<file path="src/rtl/disp_scan_driver.sv">
// Multiplexed 7-segment scan driver.
// Time-multiplexes NUM_DIGITS digits, one slot of REFRESH_DIV cycles each.
// The first cycle of every slot is an anti-ghost gap in which no anode is driven.
// A per-frame snapshot of the digit, dp and blink inputs prevents tearing mid-frame.
// Leading-zero blanking, blinking and optional pin inversion are applied at the output.
module disp_scan_driver #(
  parameter int NUM_DIGITS   = 4,
  parameter int REFRESH_DIV  = 1000,
  parameter int BLINK_FRAMES = 64,
  parameter int ACTIVE_LOW   = 0
) (
  input  logic                    clk,
  input  logic                    rst,
  input  logic [4*NUM_DIGITS-1:0] digits_in,
  input  logic [NUM_DIGITS-1:0]   dp_in,
  input  logic [NUM_DIGITS-1:0]   blink_mask,
  input  logic                    hex_mode,
  input  logic                    blank_lz,
  output logic [6:0]              seg,
  output logic                    dp,
  output logic [NUM_DIGITS-1:0]   an,
  output logic                    frame_tick
);

  localparam int CW = (REFRESH_DIV > 2) ? $clog2(REFRESH_DIV) : 1;
  localparam int IW = (NUM_DIGITS > 1) ? $clog2(NUM_DIGITS) : 1;
  localparam int BW = (BLINK_FRAMES > 1) ? $clog2(BLINK_FRAMES) : 1;
  localparam logic [CW-1:0] CNT_LAST   = CW'(REFRESH_DIV - 1);
  localparam logic [IW-1:0] IDX_LAST   = IW'(NUM_DIGITS - 1);
  localparam logic [BW-1:0] BLINK_LAST = BW'(BLINK_FRAMES - 1);
  localparam logic          INV        = (ACTIVE_LOW != 0);

  logic [CW-1:0]           cnt_r;
  logic [IW-1:0]           idx_r;
  logic [BW-1:0]           bcnt_r;
  logic                    phase_r;
  logic                    first_r;
  logic [4*NUM_DIGITS-1:0] snap_dig_r;
  logic [NUM_DIGITS-1:0]   snap_dp_r;
  logic [NUM_DIGITS-1:0]   snap_blink_r;
  logic [6:0]              seg_r;
  logic                    dp_r;
  logic [NUM_DIGITS-1:0]   an_r;
  logic                    tick_r;

  logic                    wrap_s;
  logic [3:0]              nib_s;
  logic                    lz_blank_s;
  logic                    upper_zero_s;
  logic                    dp_sel_s;
  logic                    blink_sel_s;
  logic [6:0]              seg_s;
  logic                    dp_s;
  logic [NUM_DIGITS-1:0]   an_s;

  // Segment pattern (A..G on bits 6..0) for a 4-bit code; codes 10-15 blank unless hex_en.
  function automatic logic [6:0] seg_decode(input logic [3:0] code, input logic hex_en);
    logic [6:0] pat;
    case (code)
      4'd0:    pat = 7'b1111110;
      4'd1:    pat = 7'b0110000;
      4'd2:    pat = 7'b1101101;
      4'd3:    pat = 7'b1111001;
      4'd4:    pat = 7'b0110011;
      4'd5:    pat = 7'b1011011;
      4'd6:    pat = 7'b1011111;
      4'd7:    pat = 7'b1110010;
      4'd8:    pat = 7'b1111111;
      4'd9:    pat = 7'b1111011;
      4'd10:   pat = hex_en ? 7'b1110111 : 7'b0000000;
      4'd11:   pat = hex_en ? 7'b0011111 : 7'b0000000;
      4'd12:   pat = hex_en ? 7'b1001110 : 7'b0000000;
      4'd13:   pat = hex_en ? 7'b0111101 : 7'b0000000;
      4'd14:   pat = hex_en ? 7'b1001111 : 7'b0000000;
      4'd15:   pat = hex_en ? 7'b1000111 : 7'b0000000;
      default: pat = 7'b0000000;
    endcase
    return pat;
  endfunction

  // Last cycle of the last slot: the frame boundary.
  assign wrap_s = (cnt_r == CNT_LAST) && (idx_r == IDX_LAST);

  // Refresh counter and digit index.
  always_ff @(posedge clk) begin
    if (rst) begin
      cnt_r <= {CW{1'b0}};
      idx_r <= {IW{1'b0}};
    end else if (cnt_r == CNT_LAST) begin
      cnt_r <= {CW{1'b0}};
      idx_r <= (idx_r == IDX_LAST) ? {IW{1'b0}} : idx_r + {{(IW-1){1'b0}}, 1'b1};
    end else begin
      cnt_r <= cnt_r + {{(CW-1){1'b0}}, 1'b1};
    end
  end

  // Blink phase toggles once every BLINK_FRAMES frames.
  always_ff @(posedge clk) begin
    if (rst) begin
      bcnt_r  <= {BW{1'b0}};
      phase_r <= 1'b0;
    end else if (wrap_s) begin
      if (bcnt_r == BLINK_LAST) begin
        bcnt_r  <= {BW{1'b0}};
        phase_r <= ~phase_r;
      end else begin
        bcnt_r <= bcnt_r + {{(BW-1){1'b0}}, 1'b1};
      end
    end
  end

  // Frame snapshot: loads at the frame boundary and right after reset release.
  always_ff @(posedge clk) begin
    if (rst) begin
      first_r      <= 1'b1;
      snap_dig_r   <= {(4*NUM_DIGITS){1'b0}};
      snap_dp_r    <= {NUM_DIGITS{1'b0}};
      snap_blink_r <= {NUM_DIGITS{1'b0}};
    end else begin
      first_r <= 1'b0;
      if (wrap_s || first_r) begin
        snap_dig_r   <= digits_in;
        snap_dp_r    <= dp_in;
        snap_blink_r <= blink_mask;
      end
    end
  end

  // Select the active digit and work out blanking for it.
  always_comb begin
    nib_s        = 4'd0;
    dp_sel_s     = 1'b0;
    blink_sel_s  = 1'b0;
    lz_blank_s   = 1'b0;
    upper_zero_s = 1'b1;
    an_s         = {NUM_DIGITS{1'b0}};
    for (int i = 0; i < NUM_DIGITS; i++) begin
      if (idx_r == IW'(i)) begin
        nib_s       = snap_dig_r[4*i +: 4];
        dp_sel_s    = snap_dp_r[i];
        blink_sel_s = snap_blink_r[i];
        an_s[i]     = (cnt_r != {CW{1'b0}});
      end else begin
        an_s[i] = 1'b0;
      end
    end
    // Walk from the most significant digit down; digit 0 is never a candidate.
    for (int i = NUM_DIGITS - 1; i >= 1; i--) begin
      upper_zero_s = upper_zero_s & (snap_dig_r[4*i +: 4] == 4'd0);
      if (idx_r == IW'(i)) begin
        lz_blank_s = blank_lz & upper_zero_s;
      end else begin
        lz_blank_s = lz_blank_s;
      end
    end
    if (phase_r && blink_sel_s) begin
      seg_s = 7'b0000000;
      dp_s  = 1'b0;
    end else if (lz_blank_s) begin
      seg_s = 7'b0000000;
      dp_s  = dp_sel_s;
    end else begin
      seg_s = seg_decode(nib_s, hex_mode);
      dp_s  = dp_sel_s;
    end
  end

  // Registered pin drivers with optional inversion; frame_tick marks index reaching 0 after a wrap.
  always_ff @(posedge clk) begin
    if (rst) begin
      seg_r  <= {7{INV}};
      dp_r   <= INV;
      an_r   <= {NUM_DIGITS{INV}};
      tick_r <= 1'b0;
    end else begin
      seg_r  <= seg_s ^ {7{INV}};
      dp_r   <= dp_s ^ INV;
      an_r   <= an_s ^ {NUM_DIGITS{INV}};
      tick_r <= wrap_s;
    end
  end

  assign seg        = seg_r;
  assign dp         = dp_r;
  assign an         = an_r;
  assign frame_tick = tick_r;

endmodule

</file>
<file path="config.mk">
export PLATFORM = sky130hd
export DESIGN_NAME = disp_scan_driver
export DESIGN_NICKNAME = d
export VERILOG_FILES = /design/src/rtl/disp_scan_driver.sv
export SDC_FILE = /design/constraint.sdc
export NUM_CORES = 1
export LEC_CHECK = 0
export CORE_UTILIZATION = 58
export CTS_CLUSTER_DIAMETER = 150
export DETAILED_ROUTE_END_ITERATION = 8
export PLACE_DENSITY = 0.93
export SLEW_MARGIN = 20
export SYNTH_ARGS = -nofsm -noshare
export SYNTH_HDL_FRONTEND = slang
export SYNTH_SLANG_ARGS = --single-unit
</file>
<file path="constraint.sdc">
create_clock -name clk -period 4 [get_ports clk]
set_clock_uncertainty 0.15 [all_clocks]
set_input_delay 0.4 -clock clk [delete_from_list [all_inputs] [get_ports clk]]
set_output_delay 0.4 -clock clk [all_outputs]
set_load 0.005 [all_outputs]
</file>
==> results.md, run 1 <==
- The tool flagged a number of max-cap violations equal to 0.
- The predominant post-synthesis flop cell is dfxtp_1.
- The number of cells on the worst reg-to-reg path is 6.
- The post-layout total power is 1.22 mW.
- The netlist area before placement is roughly 2700 um2.
- The final count of pins violating max slew is 0.
- The buffer cell driving the clock tree root is clkbuf_8.
- Global routing finished with a remaining overflow of 0.
- Setup repair after global routing left no endpoint under its margin.
- The number of I/O port buffers is 40.
- The total number of vias is 2,452.
- The final period utilization is 0.661.
- The synthesized area per cell is roughly 8.4 um2.
- The peak supply drop is 251 uV.
- The total die area is 4980 um2.
- The highest attainable clock frequency is ~380 MHz.
- The pre-antenna-repair detailed-routing pass consisted of 6 iterations.
- Entering global routing, the biggest net connects 32 pins.
- The average via count per standard cell is 5.87.
- The total wire length after detailed routing is 6080 um.
- For this configuration, the core starts out at a cell density of 0.613.
- For this run, the number of Yosys warnings is 0.
- The first global-routing pass estimated slightly above 10,000 um of wire.
- The kind of capture point of the worst setup path is a flip-flop.
- The type of element launching the critical path is a flip-flop.
- The number of global-route vias before repair came to 2,303.
- The number of synthesized register bits is 57.
- The critical path in this run is classified as reg2reg.
- Leaving out fill and tap cells, the most frequent cells in the layout are nand2_1 (73), dfxtp_1 (57), clkdlybuf4s50_1 (40), a21oi_1 (37), nor2_1 (21).
- The share of final-layout standard cells stronger than drive strength 1 is 0.0820.
- The routability congestion estimate from global placement is 0.921.
- Clock-pin slew was measured on the worst setup and hold paths at around 60 ps.
- The number of gates resized after CTS was 0.
- The final period demand of the worst path is 2640 ps.
- No sink is reached through more buffers than the 2 on the longest clock path.
- In this run the static leakage power is 1.25 nW.
- The region available for standard cell placement spans 4440 um2.
- The flow ran to the end, but the final reports show violations.
- Headroom to the max-slew limit came out at 0.525.
- For this design the top-level I/O count stands at 41.
- The number of clock sinks is 57.
- The final reports fail on DRC.
- Counting every instance in the synthesized netlist gives 325.
- The synthesized design contains 0 enable-type register cells.
- Of the synthesized area, sequential elements account for 0.419.
- The count of final setup violators is 0.
- The library cell used most frequently in the layout, excluding fill and tap cells, is nand2_1.
- For this run, asynchronously set or reset flops after synthesis account for 0.
- The worst hold path passes through 2 cells.
- The latest clock arrival within the worst-skew pair is around 330 ps.
- At the worst endpoint, the arrival time is between 2000 and 3000 ps.
- The deepest level of the CTS H-tree is 3.
- The number of antenna diodes in the final layout is 0.
- The number of distinct standard cells referenced by the synthesized netlist is 47.
- The count of hold-fix buffers inserted at cts is 0.
- In this run the worst path has a maximum fanout of 24.
- The worst min-delay path class is reg2reg.
- Power spread over the standard cell area amounts to between 300 and 400 nW/um2.
- The starting DRC count in detailed routing is 166.
- Row generation in the floorplan step produced 24 rows.
- The chip height is 70.5 um.
- The number of buffers inserted during clock tree synthesis is 9.
- The buffer count from post-CTS setup fixing is 0.
- The net count reported at finish is ~400.
- In this run the horizontal extent of the chip is roughly 71 um.
- The net count of the mapped netlist is 360.
- The final HPWL from detailed placement is around 4100 um.
- In the final routed layout, each cell accounts on average for 14.6 um.
- The area growth from synthesis to layout is 20.7%.
- The required time at the endpoint of the critical path is a little over 4000 ps.
- The count of nets left with antenna violations once routing finished came out at 0.
- For this run, the total global-route usage over all layers was measured as 0.264.
- The number of antenna violations at the first check in global routing is 0.
- For the final routed database, the setup TNS stands at 0 ps.
- The count of final hold-check violations is 0.
- The remaining design rule violation count is 2.
- The CTS tree is done.
- The slew at the pin closest to its max-slew limit is 712 ps.
==> power by group <==
| group | internal [mW] | total [mW] | switching (mW) |
|---|---|---|---|
| clock network | 0.268 | 0.485 | 0.216 |
| logic | 0.0672 | 0.129 | 0.0622 |
| registers | 0.592 | 0.606 | 0.0140 |
==> Yosys cell counts (all sizes together), types with 2 or more instances <==
master,n,share of area
xnor2,7,0.022
a211oi,3,0.0083
nand3,9,0.018
nand2b,3,0.0069
buf,10,0.027
inv,9,0.012
or2,2,0.0046
dfxtp,57,0.42
nor2b,4,0.0092
clkbuf,6,0.0083
o41ai,3,0.026
nand3b,2,0.0055
nand4,6,0.016
or3,2,0.0051
o21ai,11,0.020
a21oi,37,0.068
nand4bb,3,0.012
o211ai,3,0.0083
o41a,3,0.013
xor2,6,0.019
a31oi,2,0.0046
a22oi,2,0.0055
ha,7,0.032
nand2,73,0.10
mux2i,2,0.0073
nor3b,4,0.011
nor4,6,0.025
nor2,21,0.029
and3,2,0.0046
nor3,7,0.013
and2,6,0.014
==> kinds of logic (layout without fill, tap and decap cells) <==
group	Yosys count	count (layout)	synth area share
buf+inv	25	66	0.0477
flops	57	57	0.419
xor+xnor	13	13	0.0418
mux	2	2	0.00735
compound gates	70	70	0.172
simple gates	151	151	0.280
fa+ha+maj	7	7	0.0321
==> metrics by stage <==
step	util	area, um2	worst slack (ps)	hold slack [ps]	instances
floorplan	-	2730	1870	277	325
global placement	0.700	3110	1530	283	403
detailed placement	0.700	3110	1360	296	403
CTS	0.740	3290	1360	303	418
global route	0.740	3290	1130	328	418
finish	0.740	3290	1360	302	418
==> final cells by class <==
class | instances | area (um2)
multi-input cells | 243 | 1450
fillers | 316 | 1150
flip-flops and latches | 57 | 1140
repair buffers | 42 | 415
clock buffers | 12 | 165
well taps | 52 | 65.1
inverters | 9 | 33.8
clock inverters | 3 | 15.0
==> metal layers <==
metal | share of wire | up-vias | routed length [um] | track usage
li1 | - | 1195 | - | -
met1 | 0.46 | 1160 | 2780 | 0.338
met2 | 0.47 | 84 | 2880 | 0.412
met3 | 0.048 | 13 | 290 | 0.0527
met4 | 0.023 | 0 | 141 | 0.167
met5 | 0 | - | 0 | 0
==> sequential cells by signal, summed over array words and instances (netlist names) <==
| name | flops |
|---|---|
| snap_dig_r | 16 |
| cnt_r | 10 |
| seg | 7 |
| bcnt_r | 6 |
| an | 4 |
| snap_blink_r | 4 |
| snap_dp_r | 4 |
| idx_r | 2 |
| dp | 1 |
| first_r | 1 |
| frame_tick | 1 |
| phase_r | 1 |
==> worst max-delay path, stage by stage (launching register included) <==
cell	delay, ps
dfxtp_1	390
ha_1	640
inv_2	190
nor4_4	460
or2_2	470
nand2_1	120
a21oi_1	160
==> final timing paths <==
kind	startpoint	endpoint	slack, ps
min reg2reg	snap_dp_r[1]$_SDFFE_PP0P_	snap_dp_r[1]$_SDFFE_PP0P_	300
max	idx_r[0]$_SDFFE_PP0N_	snap_dig_r[14]$_SDFFE_PP0P_	1360
max reg2reg	idx_r[0]$_SDFFE_PP0N_	snap_dig_r[14]$_SDFFE_PP0P_	1360
min	snap_dp_r[1]$_SDFFE_PP0P_	snap_dp_r[1]$_SDFFE_PP0P_	300
Note: power is estimated with default switching activity, not from simulation.
==> inputs of run 2 (changes only) <==
--- a/config.mk
+++ b/config.mk
@@ -5,10 +5,10 @@
 export SDC_FILE = /design/constraint.sdc
 export NUM_CORES = 1
 export LEC_CHECK = 0
-export CORE_UTILIZATION = 58
+export CORE_UTILIZATION = 48
 export CTS_CLUSTER_DIAMETER = 150
 export DETAILED_ROUTE_END_ITERATION = 8
-export PLACE_DENSITY = 0.93
+export PLACE_DENSITY = 0.83
 export SLEW_MARGIN = 20
 export SYNTH_ARGS = -nofsm -noshare
 export SYNTH_HDL_FRONTEND = slang
==> constraint.sdc (replaced) <==
create_clock -name clk -period 2.2 [get_ports clk]
set_clock_uncertainty 0.15 [all_clocks]
set_input_delay 0.22 -clock clk [delete_from_list [all_inputs] [get_ports clk]]
set_output_delay 0.22 -clock clk [all_outputs]
set_load 0.005 [all_outputs]
==> run 2 against run 1 <==
The run ends with setup timing left. Combinational power up 110%. First-iteration DRC count up 46%. Critical path depth up 1. Die area up 20%. Sequential power up 83%. Critical endpoint is now seg[6]$_SDFF_PP0_. Largest cell class unchanged.
==> results.md, run 2 (synthesized netlist as in run 1, its figures left out) <==
- STA classifies the critical path endpoint as a flip-flop.
- In the layout the commonest cells are nand2_1 (72), dfxtp_1 (55), clkdlybuf4s50_1 (40), a21oi_1 (36), buf_4 (29).
- In the post-route analysis, the smallest setup slack over all paths is -154 ps.
- After clock tree synthesis, the flow added hold-fix buffers numbering 0.
- The number of buffers between clock root and the deepest sink is 2.
- The path type of the worst setup path is reg2reg.
- The worst setup slack after placement is -106 ps.
- The cell sitting at the root of the clock tree is a clkbuf_8.
- In the final layout, the share of cells above drive strength 1 is 0.199.
- The deepest level of the CTS H-tree is 3.
- The floorplan step defined a die boundary enclosing 5980 um2.
- The flip-flop count of the largest register, all copies and words added is 16.
- The relative slew slack is 0.711.
- The count of final setup violators is 5.
- The smallest clock period supported by the final layout is computed as 2350 ps.
- Of the available clock period, the critical path in the final layout requires 1.07.
- In this run the count of I/O pins placed on the die edge is between 40 and 50.
- The number of clock buffers added by TritonCTS is 9.
- The net count reported at finish is 428.
- Once detailed placement completed, the half-perimeter wirelength came to roughly 4200 um.
- The die width is 77.3 um.
- Dividing the detail-routed via count by the number of cells gives 5.83.
- The number of filler cells placed in the layout is 445.
- For this run the aggregate overflow at the end of global routing stands at 0.
- In this run the core area contains 27 standard-cell rows.
- After detailed routing, the total wire length is 7690 um.
- Across all register-to-register paths, the minimum setup slack is -150 ps.
- The peak supply drop is around 280 uV.
- Buffers placed on the I/O ports in this run total 40.
- The number of global-route vias before repair is 2,165.
- For this run, the share of the core covered by cells in the final layout is 0.673.
- The number of antenna violations at the first check in global routing was 0.
- The number of clock sinks is 57.
- The routability congestion estimate from global placement is around 0.91.
- The first global-routing pass estimated 9990 um of wire.
- The worst hold path begins at digits_in[7].
- In this run the remaining antenna-violating nets after routing total 0.
- TritonCTS built the clock tree.
- The count of max-cap constraint violations is 0.
- The critical path ends at seg[6]$_SDFF_PP0_.
- The maximum fanout along the worst path is 14.
- The register with the most flip-flops is snap_dig_r.
- The die is 77.3 um tall.
- Clock-pin slew was measured on the worst setup and hold paths at 80 ps.
- The library cell used most frequently in the layout, excluding fill and tap cells, is nand2_1.
- The final reports fail on setup timing.
- The starting DRC count in detailed routing is 242.
- The count of antenna diodes in the layout is 0.
- The detailed-route wire length per cell is ~16 um.
- The remaining design rule violation count is 0.
- The leakage power total is 1.44 nW.
- The reg-to-reg critical path endpoint is seg[6]$_SDFF_PP0_.
- The post-layout instance count excluding filler cells is 469.
- For this block, the via count after detailed routing is 2,735.
- The count of final hold-check violations is 0.
- The latest clock arrival within the worst-skew pair is roughly 360 ps.
- The beginning of the worst register-to-register path is idx_r[1]$_SDFFE_PP0N_.
- The final count of pins violating max slew is 0.
- The number of iterations in the first detailed-routing pass is 6.
- The launch point of the critical path is idx_r[1]$_SDFFE_PP0N_.
- The highest attainable clock frequency is between 400 and 500 MHz.
- Data on the critical path arrives at its endpoint at 2480 ps.
- Power spread over the standard cell area amounts to 601 nW/um2.
- Entering global routing, the biggest net connects 25 pins.
- Once placement completed, the tool counted placed cells totaling between 400 and 500.
- For this configuration, the core starts out at a cell density of 0.498.
- The worst setup path is launched from a flip-flop.
- The area growth from synthesis to final layout is 35.1%.
- For the pin with the worst max-slew slack, the measured transition is ~430 ps.
- The flow ran to the end, but the final reports show violations.
- For this run, the total global-route usage over all layers was measured as 0.213.
- The min-delay analysis places its worst path in the category in2reg.
- The standard cell core area is approximately 5500 um2.
- The number of cells on the worst reg-to-reg path is 7.
- STA puts the critical path data required time at 2320 ps.
- The sum of negative setup slack is -278 ps.
-- run 2: cell count changes in the layout (fill, tap and decap cells not counted), sizes merged --
cell,change
a41o,+1
buf,+29
clkinv,+1
-- run 2: power breakdown --
group / internal [mW] / switching [mW]
Sequential: 1.07 / 0.0317
Combinational: 0.147 / 0.130
Clock: 0.424 / 0.407
-- run 2: worst min path at each step --
stage | endpoint | cells past startpoint
final | snap_dig_r[7]$_SDFFE_PP0P_ | 3
after global routing | snap_dig_r[2]$_SDFFE_PP0P_ | 3
after global placement | snap_dp_r[2]$_SDFFE_PP0P_ | 2
after floorplan | first_r$_DFF_P_ | 0
after CTS | snap_dig_r[0]$_SDFFE_PP0P_ | 3
after detailed placement | snap_blink_r[3]$_SDFFE_PP0P_ | 2
-- run 2: layout make-up --
cell class | count | area (um2) | share of cell area
multi-input combinational | 244 | 1580 | 0.430
sequential | 57 | 1150 | 0.312
timing repair buffer | 72 | 663 | 0.180
clock buffer | 11 | 141 | 0.0384
tap | 72 | 90.1 | 0.0245
inverter | 9 | 36.3 | 0.00985
clock inverter | 4 | 20.0 | 0.00544
-- run 2: stage by stage --
step / power [mW] / instance area [um2] / hold WS [ps]
2_1_floorplan: 1.25 / 2730 / 97.7
3_3_place_gp: 1.36 / 3300 / 285
3_5_place_dp: 1.37 / 3300 / 296
4_1_cts: 2.17 / 3470 / 276
5_1_grt: 2.29 / 3680 / 271
6_report: 2.21 / 3680 / 261
-- run 2: routing by layer --
| metal | vias to the layer above | wire length, um | GRT usage | part of all wire |
|---|---|---|---|---|
| li1 | 1270 | - | - | - |
| met2 | 180 | 3420 | 0.316 | 0.44 |
| met5 | - | 0 | 0 | 0 |
| met1 | 1239 | 3190 | 0.286 | 0.41 |
| met3 | 46 | 684 | 0.0494 | 0.089 |
| met4 | 0 | 402 | 0.119 | 0.052 |
-- run 2: repair_timing --
item                                    4_1_cts  5_1_grt
buffers inserted                              0       12
pin swaps                                     0       14
resized for setup                             3       32
gates cloned                                  0        1
endpoints found under the setup margin        7       33
-- run 2: worst max-delay path, cell delays in order (launching register included) --
cell     delay [ps]
dfxtp_4         370
buf_4           140
ha_2            210
buf_12          160
o41a_1          560
o21ai_0         370
a22oi_1         160
a21oi_1         160
